--- src/rtl/ysyx_210238_mem_arbiter.sv ---
// Two-requester arbiter sharing one memory port between instruction fetch and the LSU.
// LSU has priority; a saturating streak counter forces an IF grant after LS_STREAK_MAX LSU wins.
module ysyx_210238_mem_arbiter #(
  parameter int ADDR_W        = 64,
  parameter int DATA_W        = 64,
  parameter int LS_STREAK_MAX = 4
) (
  input  logic              clk,
  input  logic              rst_n,
  input  logic              i_if_valid,
  input  logic [ADDR_W-1:0] i_if_addr,
  input  logic [2:0]        i_if_size,
  output logic              o_if_ready,
  output logic [DATA_W-1:0] o_if_rdata,
  input  logic              i_ls_valid,
  input  logic              i_ls_wen,
  input  logic [ADDR_W-1:0] i_ls_addr,
  input  logic [DATA_W-1:0] i_ls_wdata,
  input  logic [2:0]        i_ls_size,
  output logic              o_ls_ready,
  output logic [DATA_W-1:0] o_ls_rdata,
  output logic              o_mem_valid,
  output logic              o_mem_wen,
  output logic [ADDR_W-1:0] o_mem_addr,
  output logic [DATA_W-1:0] o_mem_wdata,
  output logic [2:0]        o_mem_size,
  input  logic              i_mem_ready,
  input  logic [DATA_W-1:0] i_mem_rdata,
  output logic              o_busy
);

  localparam int SW = $clog2(LS_STREAK_MAX + 1);
  localparam logic [SW-1:0] STREAK_MAX = SW'(LS_STREAK_MAX);

  localparam logic [1:0] ST_IDLE   = 2'd0;
  localparam logic [1:0] ST_GNT_IF = 2'd1;
  localparam logic [1:0] ST_GNT_LS = 2'd2;

  logic [1:0]        state_q, state_d;
  logic              wen_q, wen_d;
  logic [ADDR_W-1:0] addr_q, addr_d;
  logic [DATA_W-1:0] wdata_q, wdata_d;
  logic [2:0]        size_q, size_d;
  logic [SW-1:0]     streak_q, streak_d;
  logic              grant_if, grant_ls;

  always_comb begin
    state_d  = state_q;
    wen_d    = wen_q;
    addr_d   = addr_q;
    wdata_d  = wdata_q;
    size_d   = size_q;
    streak_d = streak_q;
    grant_if = 1'b0;
    grant_ls = 1'b0;
    case (state_q)
      ST_IDLE: begin
        // IF only beats a pending LSU request once the streak has saturated
        grant_if = i_if_valid && (!i_ls_valid || (streak_q == STREAK_MAX));
        grant_ls = i_ls_valid && !grant_if;
        if (grant_if) begin
          state_d  = ST_GNT_IF;
          wen_d    = 1'b0;
          addr_d   = i_if_addr;
          wdata_d  = '0;
          size_d   = i_if_size;
          streak_d = '0;
        end else if (grant_ls) begin
          state_d  = ST_GNT_LS;
          wen_d    = i_ls_wen;
          addr_d   = i_ls_addr;
          wdata_d  = i_ls_wdata;
          size_d   = i_ls_size;
          if (!i_if_valid) begin
            streak_d = '0;
          end else if (streak_q != STREAK_MAX) begin
            streak_d = streak_q + SW'(1);
          end
        end
      end
      ST_GNT_IF, ST_GNT_LS: begin
        if (i_mem_ready) begin
          state_d = ST_IDLE;
        end
      end
      default: state_d = ST_IDLE;
    endcase
  end

  always_ff @(posedge clk or negedge rst_n) begin
    if (!rst_n) begin
      state_q  <= ST_IDLE;
      wen_q    <= 1'b0;
      addr_q   <= '0;
      wdata_q  <= '0;
      size_q   <= '0;
      streak_q <= '0;
    end else begin
      state_q  <= state_d;
      wen_q    <= wen_d;
      addr_q   <= addr_d;
      wdata_q  <= wdata_d;
      size_q   <= size_d;
      streak_q <= streak_d;
    end
  end

  always_comb begin
    o_mem_valid = (state_q != ST_IDLE);
    o_busy      = (state_q != ST_IDLE);
    o_mem_wen   = wen_q;
    o_mem_addr  = addr_q;
    o_mem_wdata = wdata_q;
    o_mem_size  = size_q;
    o_if_ready  = (state_q == ST_GNT_IF) && i_mem_ready;
    o_ls_ready  = (state_q == ST_GNT_LS) && i_mem_ready;
    o_if_rdata  = o_if_ready ? i_mem_rdata : '0;
    o_ls_rdata  = o_ls_ready ? i_mem_rdata : '0;
  end

endmodule

--- config.mk ---
export PLATFORM = sky130hd
export DESIGN_NAME = ysyx_210238_mem_arbiter
export DESIGN_NICKNAME = d
export VERILOG_FILES = /design/src/rtl/ysyx_210238_mem_arbiter.sv
export SDC_FILE = /design/constraint.sdc
export NUM_CORES = 1
export LEC_CHECK = 0
export ABC_AREA = 1
export CAP_MARGIN = 20
export CELL_PAD_IN_SITES_DETAIL_PLACEMENT = 0
export CELL_PAD_IN_SITES_GLOBAL_PLACEMENT = 1
export CORE_AREA = 2 2 204 206
export CTS_CLUSTER_SIZE = 40
export DETAILED_ROUTE_END_ITERATION = 12
export DIE_AREA = 0 0 206 208
export HOLD_SLACK_MARGIN = 0.08
export PLACE_DENSITY_LB_ADDON = 0.1
export SETUP_SLACK_MARGIN = 0.02
export SLEW_MARGIN = 20
export SYNTH_ARGS = -nofsm -noshare
export SYNTH_HDL_FRONTEND = slang
export SYNTH_SLANG_ARGS = --single-unit
--- constraint.sdc ---
create_clock -name clk -period 4.1 [get_ports clk]
set_input_delay 0.615 -clock clk [delete_from_list [all_inputs] [get_ports clk]]
set_output_delay 0.615 -clock clk [all_outputs]
set_load 0.05 [all_outputs]
## Word level (Yosys, flattened, before mapping)

Index checks and enable logic that the tools add are counted.

| word-level totals | value |
|---|---|
| input port bits | 268 |
| register bits | 137 |
| output and inout port bits | 264 |

| cells by class | value |
|---|---|
| muxes and demuxes | 18 |
| $add $sub $neg | 1 |
| eq/ne operators | 7 |
| reduce and logical (&&, ||, !) cells | 14 |

Operators with widths:

| operator | number |
|---|---|
| $mux 64 | 6 |
| $mux 3 | 6 |
| $mux 2 | 3 |
| $ne 3x3->1 const B | 2 |
| $logic_and 1x1->1 | 4 |
| $pmux 2 s2 | 1 |
| $reduce_and 2->1 | 2 |
| $reduce_bool 2->1 | 2 |
| $add 3x1->3 const B | 1 |
| $eq 3x3->1 const B | 1 |
| $ne 3x1->1 const B | 1 |
| $reduce_and 3->1 | 1 |
| $eq 2x1->1 const B | 1 |
| $eq 2x2->1 const B | 1 |
| $logic_not 1->1 | 2 |
| $logic_not 2->1 | 1 |
| $mux 1 | 2 |
| $ne 2x2->1 const B | 1 |
| $reduce_or 2->1 | 1 |
| $logic_or 1x1->1 | 1 |

## Depth between registers and ports, before layout

Gate-level depths: netlist of the first run.

| logic depth | value |
|---|---|
| depth in word-level cells | 8 |
| mapped depth | 9 |
| depth with buffers taken out | 8 |

## Least setup slack after synthesis of the first run

Ideal clock, no wire load.

| timing path | value |
|---|---|
| kind | input -> output |
| start point | input port i_mem_ready |
| end point | output port o_ls_rdata[54] |
| stages on the path | 4 |
| setup slack | 1769 ps |
| data arrival time | 1716 ps |
| buffers on the path | 2 |
| path through | nand2_1 clkbuf_1 buf_1 nor2_1 |

| on the way | value |
|---|---|
| word-level cells in the longest chain between the ends | 2 |

Ends and longest elaborated chain:

| element | RTL line | text |
|---|---|---|
| start, declared | 27 | `input logic i_mem_ready,` |
| $logic_and 1x1->1 | 116 | `o_ls_ready = (state_q == ST_GNT_LS) && i_mem_ready;` |
| $mux 64 | 118 | `o_ls_rdata = o_ls_ready ? i_mem_rdata : '0;` |
| end, declared | 21 | `output logic [DATA_W-1:0] o_ls_rdata,` |

No other way between the ends.

## Worst setup path after layout of the first run

| timing path | value |
|---|---|
| start point | input port i_mem_ready |
| end point | output port o_if_rdata[10] |

| on the way | value |
|---|---|
| word-level cells in the longest chain between the ends | 2 |

Ends and longest elaborated chain:

| element | RTL line | text |
|---|---|---|
| $logic_and 1x1->1 | 115 | `o_if_ready = (state_q == ST_GNT_IF) && i_mem_ready;` |
| $mux 64 | 117 | `o_if_rdata = o_if_ready ? i_mem_rdata : '0;` |
| end, declared | 14 | `output logic [DATA_W-1:0] o_if_rdata,` |

No other way between the ends.

==> results_dict.tcl, run 1 <==
set metrics [dict create \
    hpwl_um 28160 \
    final_common_cell "clkdlybuf4s50_1" \
    die_h_um 208 \
    tightest_slew_ns 0.9151 \
    fmax_ghz 0.3069 \
    vias 8552 \
    worstPathRequired_ns 3.48 \
    cts_tree "built" \
    io_pins 532 \
    dp_slack_ns 0.8596 \
    wl_per_cell_um 17.59 \
    tns_ns 0 \
    num_rows 74 \
    maxSlewViolCount 0 \
    multi_input_area_sq_um 2948 \
    maxCapViolations 0 \
    drive_above_1_share_pct 3.282 \
    ys_warn_count 0 \
    crit_fanout 49 \
    p_per_area_nw_per_um2 751.7 \
    grtUsageMet3_pct 5.749 \
    synth_top_cell_by_area "dfrtp_1" \
    layout_common_cells "clkdlybuf4s50_1 (529), nand2_1 (347), inv_1 (208)" \
    cts-root-buf "clkbuf_16" \
    worstSetupPathType "primary input to output pin" \
    synth_seq_cells 137 \
    hp-class "primary input to async pin" \
    grt_max_degree 135 \
    synthToLayoutAreaGrowth_pct 85.55 \
    coreArea_sq_um 40550 \
    nFillCells 4352 \
    rsz0062_at_grt "no" \
    routabilityCongestion 0.8187 \
    grt_first_pass_wirelength_um 55190 \
    synth_edf_count 0 \
    port_buffers 531 \
    syn_area_sq_um 7506 \
    busiest_layer "met2" \
    numCtsBuffers 17 \
    cts_htree_levels 4 \
    antenna_found_initial 12 \
    synth_cell_types 17 \
    start_kind "primary input" \
    cts_resized 0 \
    grt_usage_pct 17.44 \
    grt_overflow 0 \
    status "completed" \
    setup_viol 0 \
    post_cts.repair.setup_buffers 0 \
    synth.avg_cell_area_sq_um 6.750 \
    synth_ff_type "dfrtp_1" \
    grt_pass1_vias 8479 \
    start_util_pct 18.51 \
    synth_area_leaders "dfrtp_1 (46%), nand2_1 (18%), nand3_1 (13%), inv_1 (10%), nor2_1 (6.5%)" \
    synth-async-reset-ratio_pct 100.0 \
    hold_viol 0 \
    nets 1875 \
    final.setup_skew_ns 0.01314 \
    firstDrtPassIters 4 \
    ir_worst_vdd_mv 0.3626 \
    grt_util_met1_pct 17.61 \
    regArea_sq_um 3428 \
    path_clk_slew_ns 0.06 \
    worstSetupEndpointType "output pin" \
    die_area_sq_um 42850 \
    drc_errors 0 \
    postLayoutCoreUtil_pct 34.34 \
    min_period_ns 3.258 \
    die-width_um 206 \
    ant_nets 0 \
    yosysSeqAreaShare_pct 45.67 \
    drtIter0Drc 377 \
    drt_wl_total_um 37950 \
    groute.layer.met2.usage_pct 31.80 \
    arrival_ns 2.64 \
    cts_buffer_depth 2 \
    fin_ws_ns 0.8419 \
    syn_nets 1385 \
    avgViaCountPerCell 3.965 \
    period_share_pct 79.47 \
    rrSetupSlack_ns 1.99 \
    ctsHoldBuffers 0 \
    numClockSinks 137 \
    clock_latency_ns 0.45 \
    yosysTopAreaCellShare_pct 45.67 \
    p_leak_nw 6.973 \
    relSlewSlack_pct 39.00 \
    syn_inst 1112 \
]
worst paths after layout:
| check | startpoint | to | cells past startpoint |
|---|---|---|---|
| max in group asynchronous | rst_n | o_mem_wdata[39]$_DFFE_PN0P_ | 2 |
| min in group clk | o_mem_addr[61]$_DFFE_PN0P_ | o_mem_addr[61]$_DFFE_PN0P_ | 2 |
| setup reg to reg | state_q[0]$_DFFE_PN0P_ | o_mem_addr[41]$_DFFE_PN0P_ | 7 |
| hold reg to reg | o_mem_addr[61]$_DFFE_PN0P_ | o_mem_addr[61]$_DFFE_PN0P_ | 2 |
| hold / removal | rst_n | o_mem_wdata[10]$_DFFE_PN0P_ | 1 |
| setup / recovery | i_mem_ready | o_if_rdata[10] | 5 |
sequential cells by signal (all words and copies together) (netlist names):
register / count
o_mem_addr: 64
o_mem_wdata: 64
o_mem_size: 3
streak_q: 3
state_q: 2
o_mem_wen: 1
cell families (layout without fill, tap and decap cells):
family,after synthesis,after routing,synth area share (%)
DFF,137,137,45.67
and+or+nand+nor,686,686,38.07
adders and majority gates,5,5,0.8335
AOI/OAI and AO/OA,2,2,0.1334
other,0,10,0
buffers and inverters,282,785,15.29
layout make-up:
| class | count | area share [%] |
|---|---|---|
| timing repair buffer | 543 | 39.25 |
| sequential | 137 | 24.62 |
| multi-input combinational | 693 | 21.17 |
| inverter | 210 | 5.678 |
| tap | 532 | 4.779 |
| clock buffer | 18 | 3.081 |
| clock inverter | 14 | 1.249 |
| antenna | 10 | 0.1797 |
cells in the mapped netlist (2+ instances only):
library cell / count
nand3_1: 201
clkbuf_1: 21
nand4_1: 2
nand2_1: 350
o21ai_0: 2
buf_4: 13
dfrtp_1: 137
nor2_1: 130
buf_2: 30
buf_1: 8
ha_1: 5
inv_1: 208
critical path, stage by stage:
cell,delay [ns]
clkdlybuf4s50_1,0.55
nand2_2,0.24
buf_12,0.26
nor2_1,0.13
clkdlybuf4s50_1,0.83
metal layers:
metal / vias to the layer above / wire (um)
li1: 4281 / -
met1: 3909 / 13560
met2: 305 / 19890
met3: 53 / 3020
met4: 4 / 1449
met5: - / 29
metrics by stage:
stage | hold WS [ns] | total power, W | area, sq um | cells
finish | 0.1705 | 0.01047 | 13930 | 2157
detailed placement | 0.4637 | 0.008950 | 13300 | 2115
CTS | 0.2111 | 0.01066 | 13900 | 2147
global placement | 0.4615 | 0.008957 | 13300 | 2115
global route | 0.2152 | 0.01105 | 13930 | 2157
floorplan | 0.3194 | 0.006455 | 7506 | 1112
power breakdown:
part | total [W] | switching [W] | internal (W)
logic | 0.00651 | 0.00452 | 0.00199
registers | 0.00232 | 0.000327 | 0.00199
clock network | 0.00164 | 0.000680 | 0.000960
total | 0.0105 | 0.00553 | 0.00494
Note: power is estimated with default switching activity, not from simulation.
==> run 2, diff against run 1 <==
--- a/config.mk
+++ b/config.mk
@@ -9,10 +9,10 @@
 export CAP_MARGIN = 20
 export CELL_PAD_IN_SITES_DETAIL_PLACEMENT = 0
 export CELL_PAD_IN_SITES_GLOBAL_PLACEMENT = 1
-export CORE_AREA = 2 2 204 206
+export CORE_AREA = 2 2 207 209
 export CTS_CLUSTER_SIZE = 40
 export DETAILED_ROUTE_END_ITERATION = 12
-export DIE_AREA = 0 0 206 208
+export DIE_AREA = 0 0 209 211
 export HOLD_SLACK_MARGIN = 0.08
 export PLACE_DENSITY_LB_ADDON = 0.1
 export SETUP_SLACK_MARGIN = 0.02
==> constraint.sdc (replaced) <==
create_clock -name clk -period 3.35 [get_ports clk]
set_input_delay 0.5025 -clock clk [delete_from_list [all_inputs] [get_ports clk]]
set_output_delay 0.5025 -clock clk [all_outputs]
set_load 0.05 [all_outputs]
==> run 2 against run 1 <==
  * Global-route usage decreased by 0.36 points
  * Die area increased by 2.9%
  * Core utilization decreased by 1.5 points
  * Cell count increased by 0.19%
  * Cell area decreased by 1.6%
  * Non-clock buffer count increased by 3
  * Via count decreased by 0.53%
  * Sequential share of layout area increased by 0.40 points
  * Power increased by 22%
  * Critical path depth unchanged
  * Critical path type is now flop to output pin
==> results_dict.tcl, run 2 (same netlist as run 1, synthesis figures left out) <==
set metrics [dict create \
    grt_overflow 0 \
    finalInstanceArea_sq_um 13710 \
    drc_errors 0 \
    ant_nets 0 \
    fin_ws_ns 0.4724 \
    relSlewSlack_pct 43.45 \
    cts_tree "built" \
    tns_ns 0 \
    rrSetupSlack_ns 1.27 \
    arrival_ns 2.38 \
    antenna_found_initial 6 \
    drive_above_1_share_pct 9.703 \
    drtIter0Drc 442 \
    port_buffers 531 \
    detailed_place.area_sq_um 13100 \
    worstSetupEndpointType "output pin" \
    hp-class "flop to flop" \
    maxCapViolations 0 \
    p_leak_nw 7.178 \
    vias 8507 \
    worst_path_max_delay_cell "clkdlybuf4s50_1" \
    r2r_end "streak_q[2]$_DFFE_PN0P_" \
    grt_usage_pct 17.07 \
    hold_viol 0 \
    die_h_um 211 \
    grt_first_pass_wirelength_um 56280 \
    grt_max_degree 135 \
    coreArea_sq_um 41760 \
    numCtsBuffers 17 \
    crit_fanout 24 \
    drt_wl_total_um 38270 \
    cts_resized 0 \
    hpwl_um 28390 \
    dp_slack_ns 0.5008 \
    regArea_sq_um 3428 \
    min_period_ns 2.878 \
    post_cts.repair.setup_buffers 0 \
    status "completed" \
    avgViaCountPerCell 3.937 \
    cts_htree_levels 4 \
    hold_path_end "o_mem_addr[32]$_DFFE_PN0P_" \
    postLayoutCoreUtil_pct 32.82 \
    nFillCells 4503 \
    clock_latency_ns 0.43 \
    ctsHoldBuffers 1 \
    min_from "o_mem_addr[32]$_DFFE_PN0P_" \
    cp_cell_sequence "inv_1 -> ha_1 -> nand2_2 -> nor2_1 -> clkdlybuf4s50_1" \
    critPathMaxStageDelay_ns 0.82 \
    final.setup_skew_ns 0.01600 \
    ir_worst_vdd_mv 0.4507 \
    setup_viol 0 \
    worstSetupPathType "flop to output pin" \
    synthToLayoutAreaGrowth_pct 82.61 \
    final_common_cell "clkdlybuf4s50_1" \
    firstDrtPassIters 4 \
    period_share_pct 85.90 \
    cts-root-buf "clkbuf_16" \
    r2r_cells 8 \
    tightest_slew_ns 0.8483 \
    maxSlewViolCount 0 \
    nets 1878 \
    fmax_ghz 0.3475 \
    worstPathRequired_ns 2.85 \
    p_per_area_nw_per_um2 929.5 \
    r2r_start "state_q[1]$_DFFE_PN0P_" \
    die_area_sq_um 44100 \
    start_util_pct 17.97 \
    routabilityCongestion 0.7734 \
    die-width_um 209 \
    num_rows 75 \
    wl_per_cell_um 17.71 \
    io_pins 532 \
    multi_input_area_sq_um 2943 \
    rsz0062_at_grt "no" \
    start_kind "flop" \
    cts_buffer_depth 2 \
    hold_depth 2 \
    numClockSinks 137 \
    path_clk_slew_ns 0.06 \
    layout_common_cells "clkdlybuf4s50_1 (428), nand2_1 (347), inv_1 (208)" \
    grt_pass1_vias 8568 \
]
-- run 2: how the worst max path moves through the flow --
stage | startpoint | endpoint | slack, ns | cells past startpoint
global placement | i_mem_ready | o_ls_rdata[52] | 0.54 | 4
CTS | state_q[1]$_DFFE_PN0P_ | o_if_rdata[20] | 0.43 | 5
floorplan | state_q[0]$_DFFE_PN0P_ | o_ls_rdata[54] | 1.16 | 6
global route | state_q[0]$_DFFE_PN0P_ | o_ls_rdata[11] | 0.32 | 5
detailed placement | i_mem_ready | o_if_rdata[20] | 0.50 | 4
finish | state_q[1]$_DFFE_PN0P_ | o_if_rdata[20] | 0.47 | 5
-- run 2: worst max-delay path: cells and delay by family (launching register included) --
kind          cells  cell delay [ns]
flops             1             0.40
buf+inv           2             0.91
simple gates      2             0.47
fa+ha+maj         1             0.18
-- run 2: per-layer routing --
layer,up-vias,part of all wire [%],track usage (%)
met4,4,2.2,5.369
met2,296,53,31.60
met1,3890,38,18.66
li1,4279,-,-
met5,-,0.068,0
met3,38,6.6,5.100
-- run 2: layout make-up --
type / count / share of cell area [%]
timing repair buffer: 546 / 38.48
sequential: 137 / 25.01
clock inverter: 13 / 0.9767
multi-input combinational: 693 / 21.47
clock buffer: 19 / 3.304
tap: 539 / 4.920
inverter: 210 / 5.769
antenna: 4 / 0.07303
-- run 2: through the flow --
step | total power (W) | cells | hold slack [ns]
3_5_place_dp | 0.01098 | 2124 | 0.4637
3_3_place_gp | 0.01098 | 2124 | 0.4614
2_1_floorplan | 0.007900 | 1112 | 0.2069
6_report | 0.01274 | 2161 | 0.4776
4_1_cts | 0.01298 | 2157 | 0.4822
5_1_grt | 0.01347 | 2160 | 0.4944
-- run 2: where the power goes --
group          internal (W)  switching [W]  total (W)
logic               0.00242        0.00555    0.00796
registers           0.00244       0.000411    0.00285
clock network       0.00108       0.000848    0.00193
